$ cat src/rtl/conv_operand_loader.sv
// Operand-assembly front end for ConvolutionUnit: takes a dimension header and a
// row-major byte stream, packs input matrix and kernel into flat buses, then holds them.
module conv_operand_loader (
  input  logic         clk,
  input  logic         reset,
  input  logic         abort,
  input  logic         cfg_valid,
  input  logic [2:0]   cfg_in_m,
  input  logic [2:0]   cfg_in_n,
  input  logic [1:0]   cfg_k_m,
  input  logic [1:0]   cfg_k_n,
  output logic         cfg_ready,
  input  logic         elem_valid,
  input  logic [7:0]   elem_data,
  output logic         elem_ready,
  output logic [2:0]   in_m,
  output logic [2:0]   in_n,
  output logic [1:0]   k_m,
  output logic [1:0]   k_n,
  output logic [399:0] matrices_in,
  output logic [71:0]  kernelMatrix,
  output logic         load_done,
  output logic         cfg_err,
  output logic [1:0]   dbg_state
);

  // Handshakes: a transfer happens on a rising edge where valid && ready; valid may
  // be held across cycles, ready depends only on the current state.
  typedef enum logic [1:0] {
    S_IDLE    = 2'd0,
    S_LOAD_IN = 2'd1,
    S_LOAD_K  = 2'd2,
    S_DONE    = 2'd3
  } state_t;

  state_t         state_q, state_d;
  logic [2:0]     in_m_q, in_m_d, in_n_q, in_n_d;
  logic [1:0]     k_m_q, k_m_d, k_n_q, k_n_d;
  logic [2:0]     row_q, row_d, col_q, col_d;
  logic [199:0]   mat_q, mat_d;
  logic [71:0]    ker_q, ker_d;
  logic           cfg_err_q, cfg_err_d;

  logic           hdr_legal;
  logic [4:0]     in_idx;
  logic [3:0]     k_idx;
  logic           in_last_col, in_last_row, k_last_col, k_last_row;

  assign hdr_legal = (cfg_in_m != 3'd0) && (cfg_in_m <= 3'd5) &&
                     (cfg_in_n != 3'd0) && (cfg_in_n <= 3'd5) &&
                     (cfg_k_m != 2'd0) && (cfg_k_n != 2'd0);

  assign in_idx      = {2'b00, row_q} * 5'd5 + {2'b00, col_q};
  assign k_idx       = {2'b00, row_q[1:0]} * 4'd3 + {2'b00, col_q[1:0]};
  assign in_last_col = (col_q == in_n_q - 3'd1);
  assign in_last_row = (row_q == in_m_q - 3'd1);
  assign k_last_col  = (col_q[1:0] == k_n_q - 2'd1);
  assign k_last_row  = (row_q[1:0] == k_m_q - 2'd1);

  always_comb begin
    state_d   = state_q;
    in_m_d    = in_m_q;
    in_n_d    = in_n_q;
    k_m_d     = k_m_q;
    k_n_d     = k_n_q;
    row_d     = row_q;
    col_d     = col_q;
    mat_d     = mat_q;
    ker_d     = ker_q;
    cfg_err_d = 1'b0;
    if (abort) begin
      state_d = S_IDLE;
      in_m_d  = '0;
      in_n_d  = '0;
      k_m_d   = '0;
      k_n_d   = '0;
      row_d   = '0;
      col_d   = '0;
      mat_d   = '0;
      ker_d   = '0;
    end else begin
      case (state_q)
        S_IDLE, S_DONE: begin
          if (cfg_valid) begin
            if (hdr_legal) begin
              state_d = S_LOAD_IN;
              in_m_d  = cfg_in_m;
              in_n_d  = cfg_in_n;
              k_m_d   = cfg_k_m;
              k_n_d   = cfg_k_n;
              row_d   = '0;
              col_d   = '0;
              mat_d   = '0;
              ker_d   = '0;
            end else begin
              // Illegal header leaves everything, including a finished load, intact.
              cfg_err_d = 1'b1;
            end
          end
        end
        S_LOAD_IN: begin
          if (elem_valid) begin
            mat_d[{in_idx, 3'b000} +: 8] = elem_data;
            if (in_last_col) begin
              col_d = '0;
              if (in_last_row) begin
                row_d   = '0;
                state_d = S_LOAD_K;
              end else begin
                row_d = row_q + 3'd1;
              end
            end else begin
              col_d = col_q + 3'd1;
            end
          end
        end
        S_LOAD_K: begin
          if (elem_valid) begin
            ker_d[{k_idx, 3'b000} +: 8] = elem_data;
            if (k_last_col) begin
              col_d = '0;
              if (k_last_row) begin
                row_d   = '0;
                state_d = S_DONE;
              end else begin
                row_d = row_q + 3'd1;
              end
            end else begin
              col_d = col_q + 3'd1;
            end
          end
        end
        default: state_d = S_IDLE;
      endcase
    end
  end

  always_ff @(posedge clk or posedge reset) begin
    if (reset) begin
      state_q   <= S_IDLE;
      in_m_q    <= '0;
      in_n_q    <= '0;
      k_m_q     <= '0;
      k_n_q     <= '0;
      row_q     <= '0;
      col_q     <= '0;
      mat_q     <= '0;
      ker_q     <= '0;
      cfg_err_q <= 1'b0;
    end else begin
      state_q   <= state_d;
      in_m_q    <= in_m_d;
      in_n_q    <= in_n_d;
      k_m_q     <= k_m_d;
      k_n_q     <= k_n_d;
      row_q     <= row_d;
      col_q     <= col_d;
      mat_q     <= mat_d;
      ker_q     <= ker_d;
      cfg_err_q <= cfg_err_d;
    end
  end

  assign cfg_ready    = (state_q == S_IDLE) || (state_q == S_DONE);
  assign elem_ready   = (state_q == S_LOAD_IN) || (state_q == S_LOAD_K);
  assign load_done    = (state_q == S_DONE);
  assign in_m         = in_m_q;
  assign in_n         = in_n_q;
  assign k_m          = k_m_q;
  assign k_n          = k_n_q;
  assign matrices_in  = {200'd0, mat_q};
  assign kernelMatrix = ker_q;
  assign cfg_err      = cfg_err_q;
  assign dbg_state    = state_q;

endmodule

$ cat config.mk
export PLATFORM = sky130hd
export DESIGN_NAME = conv_operand_loader
export DESIGN_NICKNAME = d
export VERILOG_FILES = /design/src/rtl/conv_operand_loader.sv
export SDC_FILE = /design/constraint.sdc
export NUM_CORES = 1
export LEC_CHECK = 0
export ABC_CLOCK_PERIOD_IN_PS = 12350
export CORE_AREA = 2 2 201 203
export DETAILED_ROUTE_END_ITERATION = 7
export DIE_AREA = 0 0 203 205
export DONT_BUFFER_PORTS = 1
export GPL_ROUTABILITY_DRIVEN = 1
export PLACE_DENSITY = 0.53
export SLEW_MARGIN = 20
export SYNTH_ARGS = -nofsm -noshare
export SYNTH_HDL_FRONTEND = slang
export SYNTH_SLANG_ARGS = --single-unit
$ cat constraint.sdc
create_clock -name clk -period 12.35 [get_ports clk]
set_input_delay 1.235 -clock clk [delete_from_list [all_inputs] [get_ports clk]]
set_output_delay 1.235 -clock clk [all_outputs]
set_load 0.05 [all_outputs]
; Word-level counts from Yosys, hierarchy flattened
; Index checks and enable logic that the tools add are counted.
[word_totals]
regBits = 291
latchBits = 0
ram_bits = 0
mem_bits_ro = 0
input_bits = 23
wordCells = 125
mem_count = 0
[classes]
n_addsub = 10
mul = 2
div = 0
order_cmp = 2
n_eq_ne = 15
shift = 4
n_mux = 58
bitwise_logic = 0
reduce_logical = 24
[op_table]
columns = operator, n
row1 = 2-to-1 mux 200 bit, 4
row2 = case mux 200 bit (2 select lines), 1
row3 = 2-to-1 mux 72 bit, 4
row4 = bitwise mux 200 bit, 1
row5 = variable shift 8 x 10 -> 200 bit (first input constant), 1
row6 = indexed part select 8 x 10 -> 200 bit, 1
row7 = case mux 72 bit (2 select lines), 1
row8 = bitwise mux 72 bit, 1
row9 = variable shift 8 x 9 -> 72 bit (first input constant), 1
row10 = indexed part select 8 x 9 -> 72 bit, 1
row11 = 2-to-1 mux 3 bit, 22
row12 = 2-to-1 mux 2 bit, 17
row13 = inequality test 3 bit (second input constant), 8
row14 = case mux 3 bit (3 select lines), 2
row15 = AND reduction 4 bit, 3
row16 = nonzero test 3 bit, 4
row17 = negator 8 -> 10 bit, 1
row18 = nonzero test 2 bit, 5
row19 = negator 7 -> 9 bit, 1
row20 = AND reduction 8 bit, 1
row21 = adder 3 x 1 -> 3 bit (second input constant), 2
row22 = equality test 3 bit, 2
row23 = <= comparator 3 bit (second input constant), 2
row24 = case mux 2 bit (3 select lines), 1
row25 = 16 further kinds, 28

; Longest topological paths before layout
; Gate-level depths: netlist of run 1.
[logic_depth]
depth_word = 10
depth_mapped = 11

; Worst setup path before layout of run 1
; No wires, ideal clock.
[synth_path]
kind = reg2reg
from = reg row_q[0]
to = reg ker_q[32] (netlist: kernelMatrix[32])
setup_ps = 121
t_arrival_ps = 3106
required_ps = 12229
slack_ps = 9123
stages_incl_launch_ff = 11
path_buffers = 0
cell_sequence = dfrtp_1 fa_1 ha_1 inv_1 fa_1 or3_1 a21o_1 and2_1 nor4_1 o21ai_1 a22o_1
[synth_between]
elab_chain_cells = 8
[synth_rtl]
columns = item, line_no
row1 = "start, declared", 39  ; logic [2:0] row_q, row_d, col_q, col_d;
row2 = "start signal, assigned", 156  ; row_q <= row_d;
row3 = multiplier 2 x 2 -> 4 bit *, 54  ; assign k_idx = {2'b00, row_q[1:0]} * 4'd3 + {2'b00, col_q[1:0]};
row4 = adder 4 x 2 -> 4 bit *, 54
row5 = negator 7 -> 9 bit *, 119  ; ker_d[{k_idx, 3'b000} +: 8] = elem_data;
row6 = indexed part select 8 x 9 -> 72 bit or variable shift 8 x 9 -> 72 bit (tied branches), 119
row7 = bitwise mux 72 bit *, 119
row8 = 2-to-1 mux 72 bit *, 118  ; if (elem_valid) begin
row9 = case mux 72 bit (2 select lines) *, 82  ; case (state_q)
row10 = 2-to-1 mux 72 bit *, 71  ; if (abort) begin
row11 = "end signal, assigned", 159  ; ker_q <= ker_d;
row12 = "end, declared", 41  ; logic [71:0] ker_q, ker_d;
; Mark *: on every way between the ends. The rest lies on a longest branch, timed or not. The select of a mux whose other input is x is not followed.
; A chain may end at the register's enable or synchronous reset.

; Worst setup path after layout of run 1
[layout_path]
from = reg row_q[0]
to = reg mat_q[193]
[layout_between]
elab_chain_cells = 8
[layout_rtl]
columns = item, line_no
row1 = multiplier 3 x 3 -> 5 bit *, 53  ; assign in_idx = {2'b00, row_q} * 5'd5 + {2'b00, col_q};
row2 = adder 5 x 3 -> 5 bit *, 53
row3 = negator 8 -> 10 bit *, 103  ; mat_d[{in_idx, 3'b000} +: 8] = elem_data;
row4 = indexed part select 8 x 10 -> 200 bit or variable shift 8 x 10 -> 200 bit (tied branches), 103
row5 = bitwise mux 200 bit *, 103
row6 = 2-to-1 mux 200 bit *, 102  ; if (elem_valid) begin
row7 = case mux 200 bit (2 select lines) *, 82
row8 = 2-to-1 mux 200 bit *, 71
row9 = "end signal, assigned", 158  ; mat_q <= mat_d;
row10 = "end, declared", 40  ; logic [199:0] mat_q, mat_d;
; Marked as above.

==> summary.md, run 1 <==
The total congestion overflow after global routing was 0; the number of synthesized flops with an enable pin was 0. The max-slew headroom at the worst pin is 0.286. The core region is 39400 µm². The final HPWL from detailed placement is 30.3 mm. The height of the die works out to 205 µm. The number of instances in the placed design came out at 1777. The number of distinct standard cells referenced by the synthesized netlist was 73; the average size of a mapped cell was 10.9 µm². The run gives 0 as the total count of hold-check failures in the final report. The hold buffer count at cts came out at 0. Setup repair after global routing left no endpoint under its margin.

The number of routed nets with antenna violations is 0, and the fraction of the cycle the final worst path needs is 0.331. Kind of start point of the critical path: a register. The area taken by flip-flops and latches was 7280 µm². The number of primary I/O pins came out at 511. The flow ran to the end, and the final reports show no timing, DRC or antenna violations. The minimum clock period after layout is 4.09 ns, and the number of nets in the layout is 1332. The leakage component of the power was 0.00715 µW. The clock sink count is 291, and the total number of vias is 9360. sky130_fd_sc_hd__dfrtp_1 takes more of the synthesized area than any other cell. The post-layout instance count excluding filler cells came out at 1839. Between clock sinks in the finished design, the worst skew comes to 0.0126 ns.

Across all register-to-register paths, the minimum setup slack is 8.26 ns. Across all hold checks on the routed design, the worst slack comes to 0.638 ns. The tools report the effective utilization at floorplan as 0.361.

The die covers 41600 µm². For the DRC violations left, the log shows 0. After synthesis, the cell types taking the most area are sky130_fd_sc_hd__dfrtp_1 (51%), sky130_fd_sc_hd__buf_4 (11%), sky130_fd_sc_hd__a22o_1 (5.4%), sky130_fd_sc_hd__o2bb2ai_1 (4.1%), sky130_fd_sc_hd__mux2i_1 (3.7%). No sink is reached through more buffers than the 3 on the longest clock path.

At the pin with the least slew margin, the transition time is 1.06 ns. In this run, post-CTS repair resized a total of 0 instances. The number of endpoints failing setup at the final stage was 0. For the number of antenna violations at the first check in global routing, the log shows 0. Routability-driven placement finished with a final weighted congestion of 0.835. The number of clock buffers added by TritonCTS is 34.

From synthesis to final layout, the design area changed by 6.53%. The launch point of the worst path was row_q[0]$_DFFE_PP0P_. Ratio of cells with drive above 1 in the final layout: 0.0906. The most critical setup path has its endpoint at mat_q[193]$_DFFE_PP0P_.

The worst setup path is of the reg2reg kind. The tools report the clock latency at the later pin of the worst-skew pair as 0.53 ns. By count the netlist is led by sky130_fd_sc_hd__dfrtp_1 (291), sky130_fd_sc_hd__buf_4 (201), sky130_fd_sc_hd__nand2_1 (126). After detailed routing, the total wire length is 42.2 mm. The run gives 2880 µW as the final total power.

The tool flagged a number of max-cap violations equal to 0. For the worst flop-to-flop path, the logic depth is 10. The deepest level of the CTS H-tree came out at 2. The detailed-route vias per instance was 5.09; the area share of the largest cell type after synthesis was 0.513.

Fill cells in the final layout number 3835. For the DRC violation total after the first TritonRoute iteration, the log shows 501. In this run the critical register-to-register path is captured at mat_q[193]$_DFFE_PP0P_. The die width works out to 203 µm. The number of antenna diodes in the final layout is 0. The maximum net fanout on the critical path was 38. For the max-slew violation total from the final report, the log shows 0.

The warning count from the yosys run was 0; the wire length of the first global-routing pass was 61.2 mm. The run gives 4 as the count of TritonRoute iterations in the first routing pass. Worst supply voltage drop on vdd: 0.0888 mV.

The number of setup buffers added after CTS is 0. Highest clock frequency the design can meet: 244 MHz. Path type of the worst min-delay path: reg2reg. For the worst setup path, the data required time is 12.72 ns.

The async set-or-reset flop fraction in the synthesized netlist was 1.00. The total global-route track usage was 0.197; the area of the multi-input gates was 5770 µm². Synthesis handed over a netlist of 1303 instances.

The critical path capture point type was a register. Entering global routing, the biggest net connects 173 pins. TritonCTS built the clock tree. After floorplanning, the core was divided into 73 placement rows. STA puts the critical path data arrival time at 4.47 ns. During placement, the flow inserted port buffers numbering 0. The number of storage elements in the synthesis netlist was 291; the register clock-pin slew on the reported worst setup and hold paths was 0.06 ns. The most used flip-flop cell after synthesis is sky130_fd_sc_hd__dfrtp_1. The most numerous cell in the Yosys netlist was sky130_fd_sc_hd__dfrtp_1. In this run the critical register-to-register path is launched from row_q[0]$_DFFE_PP0P_.

In this run the clock root is driven by a sky130_fd_sc_hd__clkbuf_16. For this design the ratio of total power to cell area is 190 nW/µm². For the sequential fraction of the synthesis area, the log shows 0.513. The total negative slack for setup checks was 0 ns; the average wire per cell in the routed design was 23.0 µm.

The synthesized netlist occupies a cell area of 14200 µm². The number of global-route vias before repair was 8939.
==> through the flow <==
step | util | instance area (µm²) | setup slack (ns)
final | 0.384 | 15100 | 8.26
after global routing | 0.384 | 15100 | 7.81
after CTS | 0.384 | 15100 | 8.27
after detailed placement | 0.354 | 13900 | 8.29
after global placement | 0.354 | 13900 | 8.32
after floorplan | - | 15000 | 3.08
==> state kept, by name (all words and copies together), names as in the netlist, 2 cells and up <==
signal / flops
mat_q: 200
dbg_state: 2
col_q: 3
in_n: 3
in_m: 3
kernelMatrix: 72
k_m: 2
k_n: 2
row_q: 3
==> power by group <==
part,switching [µW],internal (µW),leakage (µW)
Combinational,639,146,0.00251
Sequential,74.2,969,0.00405
Clock,403,648,0.000591
Total,1120,1760,0.00715
==> cell families (layout without fill, tap and decap cells) <==
logic type / Yosys count / after routing / synth area share
buffers and inverters: 302 / 114 / 0.135
xor gates and xnor gates: 14 / 14 / 0.00863
muxes: 68 / 68 / 0.0493
AOI/OAI and AO/OA: 287 / 287 / 0.158
DFF: 291 / 291 / 0.513
adders and majority gates: 21 / 21 / 0.0201
other: 1 / 200 / 0.000264
and+or+nand+nor: 319 / 319 / 0.117
==> how the worst min path moves through the flow <==
stage / end / start / cells past startpoint / slack (ns)
2_1_floorplan: col_q[2]$_DFFE_PP0P_ / col_q[2]$_DFFE_PP0P_ / 2 / 0.53
3_3_place_gp: row_q[2]$_DFFE_PP0P_ / row_q[2]$_DFFE_PP0P_ / 1 / 0.61
3_5_place_dp: col_q[2]$_DFFE_PP0P_ / col_q[2]$_DFFE_PP0P_ / 2 / 0.63
4_1_cts: col_q[2]$_DFFE_PP0P_ / col_q[2]$_DFFE_PP0P_ / 2 / 0.65
5_1_grt: row_q[2]$_DFFE_PP0P_ / row_q[2]$_DFFE_PP0P_ / 1 / 0.71
6_report: col_q[0]$_DFFE_PP0P_ / col_q[0]$_DFFE_PP0P_ / 2 / 0.64
==> routing by layer <==
layer	vias up	GRT usage	part of all wire	wire, µm
met5	-	0	0	0
li1	4203	-	-	-
met2	341	0.331	0.49	20800
met4	0	0.0753	0.030	1250
met3	68	0.0430	0.060	2530
met1	4748	0.249	0.42	17700
==> worst max-delay path, cell delays in order, from the launching register on <==
cell and delay [ns]:
sky130_fd_sc_hd__dfrtp_1 0.49, sky130_fd_sc_hd__ha_1 0.36, sky130_fd_sc_hd__buf_4 0.37, sky130_fd_sc_hd__inv_1 0.24
sky130_fd_sc_hd__ha_1 0.31, sky130_fd_sc_hd__xor2_1 0.69, sky130_fd_sc_hd__nand2_1 0.32, sky130_fd_sc_hd__nor4_1 0.30
sky130_fd_sc_hd__nand4_1 0.50, sky130_fd_sc_hd__nand3_1 0.24, sky130_fd_sc_hd__o21ai_0 0.10
==> placed cells by master, fill, tap and decap left out, drive strengths merged, types with 4 or more instances in the layout <==
master	synthesis	layout
ha	18	18
o21ai	50	50
dfrtp	291	291
inv	45	45
nor2b	10	10
a21oi	10	10
clkinv	0	13
clkbuf	41	45
nand4	13	13
nand3	28	28
and3	6	6
or4	4	4
mux2i	52	52
and2	6	6
nor2	50	50
a22o	88	88
nor4	10	10
o31ai	19	19
xor2	7	7
xnor2	7	7
a21o	14	14
o2bb2ai	66	66
o22ai	16	16
nand2	131	131
buf	216	7
conb	1	200
nor3	32	32
mux2	16	16
bufinv	0	4
or3	5	5
nand2b	16	16
==> cell type report <==
class	instances	area share
flip-flops and latches	291	0.481
clock inverters	17	0.0127
inverters	45	0.0117
repair buffers	7	0.00430
multi-input cells	909	0.381
clock buffers	45	0.0652
well taps	525	0.0434
Note: power is estimated with default switching activity, not from simulation.
==> run 2, diff against run 1 <==
Settings changed: ABC_CLOCK_PERIOD_IN_PS 12350 to 4019.
Clock period 12.35 ns to 4.02 ns, I/O delays scaled along.
==> summary.md, run 2 (synthesis gave the netlist of run 1 again) <==
The flow ran to the end, and the final reports show no timing, DRC or antenna violations. The clock latency at the later pin of the worst-skew pair is 0.53 ns (about the same), and the area of the core is 39400 µm² (unchanged). The worst supply voltage drop on vdd was 0.253 mV (+190%). Relative to the synthesized area, the layout overhead comes to 8.97%. DRC violations left: 0 (unchanged). The path type of the worst min-delay path is in2reg. Register name with the most flops: mat_q.

Part of the total power dissipated in sequential elements: 0.353 (-0.009). The run gives 1797 (+1.1%) as the number of instances in the placed design. The worst-case clock skew was 0.0117 ns (-0.000829 ns); the number of max-cap violations was 0 (unchanged). The number of buffers created by CTS is 34 (unchanged), and the actual slew at the worst max-slew pin is 1.09 ns (+0.0256 ns).

The logs give 635 (+27%) for the DRC violation total after the first TritonRoute iteration and 0 (unchanged) for the max-slew violation total from the final report. The run gives 0.00732 µW (+2.3%) as the leakage component of the power. In this run the most critical hold path is launched from cfg_in_m[0]. TritonCTS built the clock tree.

The maximum number of buffers from clock root to sink was 3 (unchanged). The fraction of the cycle the final worst path needs came out at 0.907 (+0.575). Total count of hold-check failures in the final report: 0 (unchanged). Launch point of the worst path: row_q[0]$_DFFE_PP0P_. The total number of vias came out at 9639 (+3.0%).

The data arrival time at the worst-slack endpoint is 4.06 ns (-0.41 ns), and the count of TritonRoute iterations in the first routing pass is 5 (+1). The number of routed nets with antenna violations is 0 (unchanged), and the minimum clock period after layout is 3.65 ns (-0.447 ns). The reg2reg setup slack was 0.37 ns (-7.88 ns). The number of standard-cell rows in the floorplan came out at 73 (unchanged).

The switching power as a share of total power came out at 0.390 (+0.00223). The power per unit of standard cell area was 581 nW/µm² (+210%); the number of nets in the layout was 1371 (+2.9%). The logs give 0.375 ns (-7.88 ns) for the final worst-path setup slack and 0.361 (unchanged) for the effective utilization at floorplan. The register clock-pin slew on the reported worst setup and hold paths is 0.06 ns (about the same).

The count of port buffers added during placement came out at 0 (unchanged). The tools report the number of antenna violations at the first check in global routing as 0 (unchanged). The ratio of cells with drive above 1 in the final layout works out to 0.104 (+0.0131). Detailed-route vias per instance: 5.14 (+1.0%). The setup path with the least slack is of type reg2reg. The logs give 9235 (+3.3%) for the number of global-route vias before repair and 64.3 mm (+5.1%) for the wire length of the first global-routing pass.

The die width is 203 µm (unchanged), and the final total power is 8990 µW (+210%). The height of the die was 205 µm (unchanged); the share of power burned in combinational logic was 0.288 (+0.015). The die area was 41600 µm² (unchanged); the routed wire length was 44.3 mm (+4.9%).

The tools report the deepest level of the CTS H-tree as 2 (unchanged). The max-slew headroom at the worst pin came out at 0.270 (-0.0164). The area of placed instances was 14100 µm² (+1.1%); the number of flip-flops in the largest register was 200 (unchanged). The logs give 0 (unchanged) for the number of endpoints failing setup at the final stage and 511 (unchanged) for the number of primary I/O pins.

The post-route standard cell area excluding fillers is 15500 µm² (+2.3%). The maximum net fanout on the critical path works out to 9 (-76%). The critical path capture point type was a register. The final weighted congestion of routability-driven global placement was 0.851 (+2.0%). The post-layout instance count excluding filler cells is 1875 (+2.0%), and the post-place setup slack is 0.377 ns (-7.92 ns).

The tools report the total global-route track usage as 0.208 (+0.0110). The cell sitting at the root of the clock tree is a sky130_fd_sc_hd__clkbuf_16. The tools report the clock sink count as 291 (unchanged). The logs give 3510 µW (+210%) for the switching power and 103 (-40%) for the pin count of the biggest net entering global routing. The required time of the worst setup path was 4.44 ns (-8.28 ns).

The tools report the internal power summed over all cells as 5490 µW (+210%). Most common cell after layout, fill and taps aside: sky130_fd_sc_hd__dfrtp_1. The reg-to-reg startpoint is row_q[0]$_DFFE_PP0P_.

The tools report the kind of start point of the critical path as a register. Setup repair after global routing left no endpoint under its margin. The total congestion overflow after global routing was 0 (unchanged). The final HPWL from detailed placement is 30.7 mm (+1.6%). Leaving out fill and tap cells, the most frequent cells in the layout are sky130_fd_sc_hd__dfrtp_1 (291), sky130_fd_sc_hd__conb_1 (200), sky130_fd_sc_hd__nand2_1 (125).

The tools report the share of power burned in the clock network as 0.360 (-0.005). The tools report the highest clock frequency the design can meet as 274 MHz (+12%). The average wire per cell in the routed design was 23.6 µm (+2.9%); the diode insertion count for antenna repair was 0 (unchanged).
==> run 2: cell count changes in the layout (fill, tap and decap cells not counted), moves of 3 or more <==
cell / previous run / this run
sky130_fd_sc_hd__buf_4: 6 / 25
sky130_fd_sc_hd__clkbuf_8: 3 / 7
sky130_fd_sc_hd__clkinv_2: 11 / 5
sky130_fd_sc_hd__clkinvlp_4: 0 / 3
sky130_fd_sc_hd__dlygate4sd3_1: 0 / 19
==> run 2: what timing repair did <==
item,in CTS,in global routing
resized for setup,0,0
hold buffers,19,0
buffers inserted,0,0
hold endpoints to repair,149,0
==> run 2: through the flow <==
| stage | setup TNS [ns] | util | hold WS, ns |
|---|---|---|---|
| after floorplan | -70.76 | - | 0.529 |
| after global placement | 0 | 0.358 | 0.457 |
| after detailed placement | 0 | 0.358 | 0.459 |
| after CTS | 0 | 0.393 | 0.00785 |
| after global routing | 0 | 0.393 | 0.0322 |
| final | 0 | 0.393 | 0.0417 |
==> run 2: layout make-up <==
class	count	area, µm²
Clock buffer	45	983
Clock inverter	14	186
Fill cell	3834	23900
Inverter	45	173
Multi-Input combinational cell	909	5780
Sequential cell	291	7280
Tap cell	525	657
Timing Repair Buffer	46	418
==> run 2: power groups by stage <==
stage	Sequential, µW	Combinational [µW]	Clock (µW)
4_1_cts	3170	2570	3320
2_1_floorplan	3240	2050	0
3_5_place_dp	3220	2530	0
6_report	3170	2590	3230
3_3_place_gp	3220	2510	0
5_1_grt	3180	2790	3440
==> run 2: final timing paths <==
check,end,cells past startpoint
worst max-delay path,kernelMatrix[20]$_DFFE_PP0P_,10
worst min-delay path,in_m[0]$_DFFE_PP0P_,2
worst max register to register,kernelMatrix[20]$_DFFE_PP0P_,10
worst min register to register,row_q[2]$_DFFE_PP0P_,1
max in group asynchronous,kernelMatrix[35]$_DFFE_PP0P_,4
min in group asynchronous,kernelMatrix[30]$_DFFE_PP0P_,3
==> run 2: per-layer routing <==
metal | global-route usage | vias up | wire length [µm]
li1 | - | 4286 | -
met1 | 0.260 | 4886 | 18000
met2 | 0.355 | 404 | 22200
met3 | 0.0468 | 63 | 2940
met4 | 0.0719 | 0 | 1090
met5 | 0 | - | 0
==> run 2: worst max-delay path: stages, from the launching register on <==
cell and delay, ns:
sky130_fd_sc_hd__dfrtp_1 0.50, sky130_fd_sc_hd__fa_1 0.61, sky130_fd_sc_hd__ha_1 0.18, sky130_fd_sc_hd__inv_1 0.06
sky130_fd_sc_hd__fa_1 0.51, sky130_fd_sc_hd__or3_1 0.34, sky130_fd_sc_hd__a21o_1 0.21, sky130_fd_sc_hd__and2_1 0.26
sky130_fd_sc_hd__nor4_1 0.31, sky130_fd_sc_hd__o21ai_1 0.26, sky130_fd_sc_hd__a22o_1 0.31
==> run 3, diff against run 2 <==
Settings changed: ABC_CLOCK_PERIOD_IN_PS 4019 to 3600, SLEW_MARGIN 20 to 10.
Clock period 4.02 ns to 3.6 ns, I/O delays scaled along.
==> summary.md, run 3 (synthesis gave the netlist of run 1 again) <==
Die width: 203 µm (unchanged). The flow ran to the end, and the final reports show no timing, DRC or antenna violations. The run gives 0.204 (-0.00448) as the total global-route track usage.

The startpoint identified for the worst hold timing path is abort. The share of power burned in the clock network was 0.325 (-0.035); the worst-case clock skew was 0.0225 ns (+0.0107 ns). The run gives 0.361 (unchanged) as the effective utilization at floorplan.

The die area is 41600 µm² (unchanged), and the clock sink count is 291 (unchanged). The logs give 0 (unchanged) for the number of max-cap violations and 90 (-13%) for the pin count of the biggest net entering global routing. The fraction of the cycle the final worst path needs is 0.940 (+0.0338). The max-slew headroom at the worst pin is 0.317 (+0.0465).

The run gives 5820 µW (+6.1%) as the internal power summed over all cells. The post-layout instance count excluding filler cells is 1887 (+0.64%). The count of TritonRoute iterations in the first routing pass was 5 (unchanged). The tools report the routed wire length as 44.0 mm (-0.75%). The number of buffers added for setup after CTS is 0 (unchanged), and the number of nets in the layout is 1385 (+1.0%). The deepest level of the CTS H-tree came out at 1 (-1).

The library cell used most frequently in the layout, excluding fill and tap cells, is sky130_fd_sc_hd__dfrtp_1. The switching power as a share of total power came out at 0.402 (+0.0121). Number of global-route vias before repair: 9143 (-1.0%). The root buffer cell chosen for the clock tree is sky130_fd_sc_hd__clkbuf_16.

The number of buffers created by CTS is 31 (-8.8%). The run gives 39400 µm² (unchanged) as the area of the core. The tools report the number of endpoints failing setup at the final stage as 0 (unchanged). The logs give 0.312 (+0.024) for the share of power burned in combinational logic and 644 (+1.4%) for the DRC violation total after the first TritonRoute iteration.

The final HPWL from detailed placement is 30.8 mm (about the same), and the number of instances in the placed design is 1813 (+0.89%). STA classifies the critical path startpoint as a register. The critical path goes through fa_1 > ha_1 > inv_1 > fa_2 > or3b_2 > and2_1 > nand2b_1 > o21ai_0 > nand2_2 > a22o_1. The endpoint identified for the worst register-to-register timing path is kernelMatrix[51]$_DFFE_PP0P_. The critical path's largest stage delay is 0.54 ns (-0.07 ns), and the maximum net fanout on the critical path is 8 (-1). Setup repair after global routing left no endpoint under its margin. The highest clock frequency the design can meet was 295 MHz (+7.7%); the number of primary I/O pins was 511 (unchanged). For the DRC violations left, the log shows 0 (unchanged). Switching power: 3910 µW (+12%).

The maximum number of buffers from clock root to sink came out at 3 (unchanged). The actual slew at the worst max-slew pin was 1.01 ns (-0.0809 ns). Detailed-route vias per instance: 5.13 (-0.26%).

The run gives 0 (unchanged) as the total congestion overflow after global routing. The tools report the part of the total power dissipated in sequential elements as 0.363 (+0.010). Area added between synthesis and finish: 8.94% (about the same). Clock latency at the later pin of the worst-skew pair: 0.58 ns (+0.05 ns).

Number of routed nets with antenna violations: 0 (unchanged). The data arrival time at the worst-slack endpoint was 3.84 ns (-0.22 ns). TritonCTS built the clock tree.

The minimum clock period after layout is 3.39 ns (-0.259 ns). The register clock-pin slew on the reported worst setup and hold paths was 0.06 ns (about the same). The termination of the worst setup path is kernelMatrix[51]$_DFFE_PP0P_. The tools report the area of placed instances as 14200 µm² (+1.0%). The top cell types in the final layout, fill and taps aside, are sky130_fd_sc_hd__dfrtp_1 (291), sky130_fd_sc_hd__conb_1 (200), sky130_fd_sc_hd__nand2_1 (124). The tightest min-delay check is of the in2reg type. The number of antenna violations at the first check in global routing came out at 2 (+2). The total count of hold-check failures in the final report is 0 (unchanged). The worst supply voltage drop on vdd is 0.378 mV (+49%). The total negative slack for setup checks is 0 ns (unchanged).

mat_q holds more flip-flops than any other register. The leakage component of the power is 0.00733 µW (+0.18%). The setup path with the least slack is of type reg2reg. The run gives 0 (unchanged) as the max-slew violation total from the final report.

The depth of the most critical reg-to-reg path was 10 (unchanged). Launch point of the worst path: col_q[1]$_DFFE_PP0P_. The tools report the reg2reg setup slack as 0.21 ns (-0.16 ns). Critical path capture point type: a register. The height of the die was 205 µm (unchanged).

The total number of vias is 9675 (+0.37%). Power per unit of standard cell area: 629 nW/µm² (+8.3%). The ratio of cells with drive above 1 in the final layout was 0.113 (+0.00937); the post-route standard cell area excluding fillers was 15500 µm² (about the same). The worst register-to-register path begins at col_q[1]$_DFFE_PP0P_. The count of port buffers added during placement works out to 0 (unchanged). The slowest stage of the critical path belongs to the cell sky130_fd_sc_hd__or3b_2.

The number of standard-cell rows in the floorplan was 73 (unchanged). The run gives 0 (unchanged) as the diode insertion count for antenna repair. The number of flip-flops in the largest register is 200 (unchanged), and the wire length of the first global-routing pass is 63.9 mm (-0.70%). The final weighted congestion of routability-driven global placement is 0.864 (+1.5%), and the required time of the worst setup path is 4.06 ns (-0.38 ns).

The average wire per cell in the routed design was 23.3 µm (-1.4%).
-- run 3: cell types whose count changed in the layout (fill, tap and decap cells not counted), moves of 2 or more --
| cell | previous run | this run |
|---|---|---|
| sky130_fd_sc_hd__buf_4 | 25 | 39 |
| sky130_fd_sc_hd__clkinv_2 | 5 | 7 |
| sky130_fd_sc_hd__clkbuf_1 | 3 | 6 |
| sky130_fd_sc_hd__o21ai_2 | 5 | 7 |
| sky130_fd_sc_hd__o21ai_1 | 14 | 12 |
| sky130_fd_sc_hd__bufinv_16 | 4 | 2 |
| sky130_fd_sc_hd__clkbuf_16 | 35 | 31 |
| sky130_fd_sc_hd__buf_12 | 2 | 4 |
-- run 3: area by class of cell --
type / count / area, µm²
clock buffers: 43 / 881
clock inverters: 11 / 111
fillers: 3838 / 23900
inverters: 45 / 173
multi-input cells: 909 / 5800
flip-flops and latches: 291 / 7280
well taps: 525 / 657
repair buffers: 63 / 573
-- run 3: worst min path at each step --
stage / to / slack, ns / cells past startpoint
floorplan: in_m[0]$_DFFE_PP0P_ / 0.51 / 2
global placement: mat_q[14]$_DFFE_PP0P_ / 0.27 / 1
detailed placement: mat_q[14]$_DFFE_PP0P_ / 0.27 / 1
CTS: cfg_err$_DFF_PP0_ / 0.01 / 2
global route: cfg_err$_DFF_PP0_ / 0.04 / 2
finish: col_q[1]$_DFFE_PP0P_ / 0.04 / 2
-- run 3: power by group through the flow --
| stage | Clock, µW | Sequential [µW] | Combinational, µW |
|---|---|---|---|
| floorplan | 0 | 3610 | 2290 |
| global placement | 0 | 3600 | 2940 |
| detailed placement | 0 | 3600 | 2950 |
| CTS | 3230 | 3540 | 3000 |
| global route | 3370 | 3540 | 3260 |
| finish | 3160 | 3540 | 3030 |
-- run 3: layer usage --
layer | track usage | vias up | part of all wire | wire length [µm]
li1 | - | 4287 | - | -
met1 | 0.271 | 4895 | 0.42 | 18500
met2 | 0.337 | 417 | 0.49 | 21300
met3 | 0.0390 | 74 | 0.066 | 2890
met4 | 0.0605 | 2 | 0.028 | 1220
met5 | 0 | - | 0.00030 | 13
-- run 3: worst max-delay path, delay by kind of cell (launching register included) --
family | cells | cell delay (ns)
DFF | 1 | 0.48
AOI/OAI and AO/OA | 2 | 0.46
buffers and inverters | 1 | 0.08
and+or+nand+nor | 4 | 1.05
adders and majority gates | 3 | 1.19
-- run 3: through the flow --
step	worst slack [ns]	power, µW	hold WS (ns)	utilization
2_1_floorplan	-0.621	5900	0.509	-
3_3_place_gp	0.156	6540	0.275	0.362
3_5_place_dp	0.126	6550	0.269	0.362
4_1_cts	0.103	9760	0.0107	0.392
5_1_grt	0.000968	10200	0.0421	0.393
6_report	0.214	9730	0.0411	0.393
-- run 3: repair_timing --
action / 4_1_cts / 5_1_grt
hold endpoints to repair: 99 / 0
gates resized for setup: 0 / 8
hold buffers: 20 / 0
setup endpoints to repair: 0 / 42
